<file path="config.mk">
export PLATFORM = sky130hd
export DESIGN_NAME = reg_file_mp
export DESIGN_NICKNAME = d
export VERILOG_FILES = /design/src/rtl/reg_file_mp_pkg.sv /design/src/rtl/rf_scoreboard.sv /design/src/rtl/reg_file_mp.sv
export SDC_FILE = /design/constraint.sdc
export NUM_CORES = 2
export LEC_CHECK = 0
export BUFFER_PORTS_ARGS = -buffer_cell sky130_fd_sc_hd__buf_4
export CAP_MARGIN = 20
export CORE_MARGIN = 2
export CORE_UTILIZATION = 25
export CTS_BUF_LIST = sky130_fd_sc_hd__clkbuf_4 sky130_fd_sc_hd__clkbuf_8
export DETAILED_ROUTE_END_ITERATION = 8
export GPL_TIMING_DRIVEN = 0
export PLACE_DENSITY = 0.35
export SLEW_MARGIN = 20
export SYNTH_ARGS = -nofsm -noshare
export SYNTH_HDL_FRONTEND = slang
export SYNTH_SLANG_ARGS = --single-unit
</file>
<file path="constraint.sdc">
create_clock -name clk -period 3.2 [get_ports clk]
set_input_delay 0.32 -clock clk [delete_from_list [all_inputs] [get_ports clk]]
set_output_delay 0.32 -clock clk [all_outputs]
set_load 0.02 [all_outputs]
</file>
<file path="src/rtl/reg_file_mp_pkg.sv">
// Shared defaults and constants for the multi-read-port register file.
// Default geometry matches the legacy 32x32 MIPS file.
package reg_file_mp_pkg;
  localparam int RF_DATA_W_DEF   = 32;
  localparam int RF_NUM_REGS_DEF = 32;
  localparam int RF_NUM_RD_DEF   = 2;
  localparam int RF_MAX_RD       = 4;
  localparam int RF_ZERO_REG     = 0;
endpackage

</file>
<file path="src/rtl/rf_scoreboard.sv">
// Per-register pending-write scoreboard; 1-cycle update, no backpressure.
// A set and a clear on the same register in one cycle leaves it busy.
module rf_scoreboard
  import reg_file_mp_pkg::*;
#(
  parameter int NUM_REGS = RF_NUM_REGS_DEF,
  localparam int ADDR_W  = $clog2(NUM_REGS)
) (
  input  logic                clk,
  input  logic                rst,
  input  logic                set,
  input  logic [ADDR_W-1:0]   set_reg,
  input  logic                clr,
  input  logic [ADDR_W-1:0]   clr_reg,
  output logic [NUM_REGS-1:0] busy
);

  // R0 is never written here, so it stays 0 after reset.
  always_ff @(posedge clk) begin
    if (rst) begin
      busy <= '0;
    end else begin
      for (int r = RF_ZERO_REG + 1; r < NUM_REGS; r++) begin
        if (set && set_reg == ADDR_W'(r))
          busy[r] <= 1'b1;
        else if (clr && clr_reg == ADDR_W'(r))
          busy[r] <= 1'b0;
      end
    end
  end

endmodule

</file>
<file path="src/rtl/reg_file_mp.sv">
// Multi-read-port register file with hardwired R0 and busy scoreboard; reads are combinational.
// Optional write-through forwarding to the read ports when RF_BYPASS_EN is defined.
module reg_file_mp
  import reg_file_mp_pkg::*;
#(
  parameter int DATA_W   = RF_DATA_W_DEF,
  parameter int NUM_REGS = RF_NUM_REGS_DEF,
  parameter int NUM_RD   = RF_NUM_RD_DEF,
  localparam int ADDR_W  = $clog2(NUM_REGS)
) (
  input  logic                     clk,
  input  logic                     rst,
  input  logic [NUM_RD*ADDR_W-1:0] readReg,
  output logic [NUM_RD*DATA_W-1:0] readData,
  output logic [NUM_RD-1:0]        readBusy,
  input  logic [ADDR_W-1:0]        writeReg,
  input  logic [DATA_W-1:0]        writeData,
  input  logic                     regWrite,
  input  logic                     setBusy,
  input  logic [ADDR_W-1:0]        setBusyReg
);

  logic [DATA_W-1:0]   regs [NUM_REGS];
  logic [NUM_REGS-1:0] busy;
  logic                wr_ok;

  assign wr_ok = regWrite && (writeReg != ADDR_W'(RF_ZERO_REG));

  always_ff @(posedge clk) begin
    if (rst) begin
      for (int r = 0; r < NUM_REGS; r++)
        regs[r] <= '0;
    end else if (wr_ok) begin
      regs[writeReg] <= writeData;
    end
  end

  // Writes to R0 reach the scoreboard too, but it never tracks R0.
  rf_scoreboard #(
    .NUM_REGS (NUM_REGS)
  ) u_sb (
    .clk     (clk),
    .rst     (rst),
    .set     (setBusy),
    .set_reg (setBusyReg),
    .clr     (regWrite),
    .clr_reg (writeReg),
    .busy    (busy)
  );

  for (genvar i = 0; i < NUM_RD; i++) begin : g_rd
    logic [ADDR_W-1:0] ra;
    logic [DATA_W-1:0] q_dat;
    logic              q_bsy;

    assign ra    = readReg[i*ADDR_W +: ADDR_W];
    assign q_dat = (ra == ADDR_W'(RF_ZERO_REG)) ? '0 : regs[ra];
    assign q_bsy = busy[ra];

`ifdef RF_BYPASS_EN
    logic hit;
    logic reserve;

    assign hit     = wr_ok && (ra == writeReg);
    // A new reservation in the same cycle keeps the registered busy view.
    assign reserve = setBusy && (setBusyReg == ra);
    assign readData[i*DATA_W +: DATA_W] = hit ? writeData : q_dat;
    assign readBusy[i] = (hit && !reserve) ? 1'b0 : q_bsy;
`else
    assign readData[i*DATA_W +: DATA_W] = q_dat;
    assign readBusy[i] = q_bsy;
`endif
  end

endmodule

</file>
==> impl_metrics.toml <==
[sta]
finalSetupViolations = 38
post-route-period-util_pct = 109
worst_pin_slew_ns = 1.27
slew_viol_final = 0
final_hold_viol_count = 0
period_needed_ns = 3.48
finalClockSkew_ns = 0
max_clock_freq_mhz = 288
slew_headroom_pct = 15.1
rsz0062_at_grt = "yes"
fin_ws_ns = -0.276

[critical_path]
rr_endpoint = "u_sb.busy[15]$_SDFFE_PP0P_"
cp.arrival_ns = 3.16
startpoint_type = "flop"
ff2ff_path_depth = 3
worstPathRequired_ns = 2.88
worstPathMaxFanout = 2
rr_startpoint = "u_sb.busy[15]$_SDFFE_PP0P_"
reg2reg_slack_ns = 1.96
startpoint = "regs[31][6]$_SDFFCE_PN0P_"
worst_setup_path_end_kind = "output pin"
critPathKind = "flop to output pin"

[clock_network]
clk_pin_slew_ns = 0.06
numCtsBuffers = 204
clock-root-buffer = "clkbuf_8"
cts.sinks = 1055
clk_latency_ns = 1.01
cts_tree = "done"
htreeDepth = 4
clk_path_buf_depth = 3

[synth]
postSynthAreaPerCell_sq_um = 14.5
synthCells = 3865
synth_cell_types = 50
ys_ff_latch = 1055
netlist_area_sq_um = 56000
ys_warn_count = 0
synth.yosys.seq_area_share_pct = 56.0

[place]
place_area_sq_um = 62400
place.gp.congestion = 0.894
post-dp-hpwl_mm = 224
numPortBuffers = 112

[drt]
drtIter0Drc = 4463
routed_wl_mm = 307
dr.pass1.iters = 6
num_vias = 39300
wl_per_cell_um = 40.9
via_per_inst = 5.24
antenna_left = 0
drc_errors = 0

[final_layout]
nNetsFinal = 4395
drive_gt1_share_pct = 32.0
nFillCells = 22400
syn_to_final_growth_pct = 24.5
postLayoutCellArea_sq_um = 69700

[grt]
globalRouteOverflowTotal = 0
antenna_found_initial = 20
grt_pass1_vias = 39600
grt.total_usage_pct = 26.5
grt_max_degree = 33
grt_first_pass_wirelength_mm = 399

[power_and_ir_drop]
leakage_nw = 23.7
p_per_area_nw_per_um2 = 521
finalPower_mw = 36.3
ir_drop_mv = 0.302

[status]
status = "finished, violations left"
failed_checks = "setup timing"

[floorplanning]
die_area_sq_um = 228000
core_area_sq_um = 223000
initial_utilization_pct = 25.2
die_x_um = 477
ios = 122
rows = 173
die_h_um = 477

[min_path]
whs_endpoint = "regs[10][25]$_SDFFCE_PN0P_"
hold_depth = 3
hold_class = "input port to flop"
worst_hold_startpoint = "writeData[25]"

[run]
maxCapViolCount = 0
## per-stage QoR
| step | hold WS (ns) | util (%) | TNS (ns) | instances | setup slack [ns] |
|---|---|---|---|---|---|
| final | 0.216 | 31.3 | -3.99 | 7497 | -0.276 |
| after global routing | 0.210 | 31.3 | -4.19 | 7484 | -0.282 |
| after CTS | 0.126 | 31.1 | -6.53 | 7477 | -0.334 |
| after detailed placement | 0.486 | 28.0 | -102.65 | 7042 | -1.74 |
| after global placement | 0.479 | 27.3 | -1793.31 | 6983 | -3.66 |
| after floorplan | 0.452 | - | 0 | 3896 | 0.497 |
## cell usage after synthesis (all sizes together)
cell type	number	area (sq um)
or3	2	12.5
a32oi	1	8.76
conb	1	3.75
a21o	1	7.51
nor3b	5	37.5
o221ai	39	342
o2111ai	1	8.76
o311ai	1	8.76
a32o	1	10.0
a21oi	47	235
clkbuf	303	1140
dfxtp	31	621
nor2	65	269
buf	117	723
clkinv	2	7.51
nand2b	5	31.3
nor2b	14	87.6
o22a	23	201
nor3	63	315
a2111oi	31	272
and2	1002	6270
inv	12	45.0
edfxtp	1024	30700
o21a	1	7.51
nand3	12	60.1
a211oi	42	315
nand2	85	319
mux2	36	405
a221oi	39	342
mux4	425	9570
o21bai	15	113
nand4	2	12.5
o2bb2ai	1	8.76
or3b	2	17.5
o22ai	32	200
nor4	3	18.8
or2	16	100
o21ai	79	395
or4	1	7.51
nand3b	1	7.51
mux2i	211	2110
a22oi	7	52.6
a22o	62	543
a221o	1	10.0
a2bb2oi	1	8.76
## power breakdown
group          total [mW]  internal [mW]  leakage (nW)  switching [mW]
Sequential           16.4           15.9          10.0           0.485
Combinational        5.96           2.21          11.6            3.75
Clock                14.0           7.30          2.13            6.67
## metal layers
layer  global-route usage [%]  vias up  wire length, um
li1                         -    15800                -
met1                     35.8    21100           132000
met2                     41.9     1842           141000
met3                     4.78      454            20600
met4                     10.8        4            13300
met5                        0        -               34
## placed cells by master, fill, tap and decap left out, types with 16 or more instances in the layout
cell / netlist / routed
a211oi_4: 0 / 26
clkbuf_4: 0 / 112
diode_2: 0 / 16
buf_16: 0 / 27
nor3_2: 0 / 26
o221ai_1: 39 / 35
buf_12: 0 / 30
a2111oi_4: 0 / 19
a221oi_1: 39 / 25
buf_4: 30 / 134
nor2_1: 55 / 53
o22ai_1: 32 / 17
clkinv_1: 2 / 47
buf_8: 0 / 18
mux2i_4: 0 / 18
nand2_1: 85 / 80
conb_1: 1 / 32
clkbuf_8: 0 / 217
and2_1: 1002 / 1001
dfxtp_1: 31 / 27
clkinv_2: 0 / 30
nor3_4: 0 / 32
buf_2: 59 / 16
mux4_2: 425 / 425
mux2_2: 36 / 26
o21ai_0: 79 / 72
a21oi_1: 47 / 34
buf_6: 13 / 74
clkbuf_2: 0 / 41
a22o_1: 62 / 61
edfxtp_1: 1024 / 1024
clkbuf_1: 303 / 219
mux2i_1: 211 / 186
dlygate4sd3_1: 0 / 53
## worst max path at each step
stage                            endpoint  slack [ns]
2_1_floorplan   regs[27][0]$_SDFFCE_PN0P_        0.50
3_3_place_gp   u_sb.busy[27]$_SDFFE_PP0P_       -3.66
3_5_place_dp                 readData[42]       -1.74
4_1_cts                      readData[33]       -0.33
5_1_grt                      readData[28]       -0.28
6_report                     readData[38]       -0.28
## registers in the layout, indices dropped and copies added, names as in the netlist
name       cells
regs        1024
u_sb.busy     31
## critical path, stage by stage (launching register included)
cell      delay [ns]
edfxtp_1        0.54
mux4_2          0.52
a22o_1          0.29
a211oi_4        0.42
nor3_2          0.19
buf_4           0.20
## final cells by class
class | count | area (sq um) | area share, %
Sequential cell | 1055 | 31400 | 45.0
Multi-Input combinational cell | 2407 | 25100 | 36.0
Timing Repair Buffer | 243 | 2950 | 4.22
Clock inverter | 87 | 498 | 0.714
Antenna cell | 16 | 40.0 | 0.0574
Tap cell | 2975 | 3720 | 5.34
Inverter | 14 | 60.1 | 0.0861
Clock buffer | 286 | 3490 | 5.00
Buffer | 414 | 2500 | 3.59
## cell families (layout without fill, tap and decap cells)
kind of cell	count (synthesis)	in the layout	synth area share, %
AO/OA/AOI/OAI	425	425	5.51
flip-flops	1055	1055	56.0
AND/OR/NAND/NOR	1278	1278	13.5
buffers and inverters	434	1044	3.41
multiplexers	672	672	21.6
other	1	48	0.00669
## timing repair
action                                  in CTS  in global routing
hold buffers                                53                  0
pin swaps                                   71                 53
endpoints found under the hold margin      350                  0
endpoints found under the setup margin      66                 46
gates cloned                                 0                  0
resized for setup                          543                 79
setup buffers                               15                  6
(Power assumes the default switching activity.)
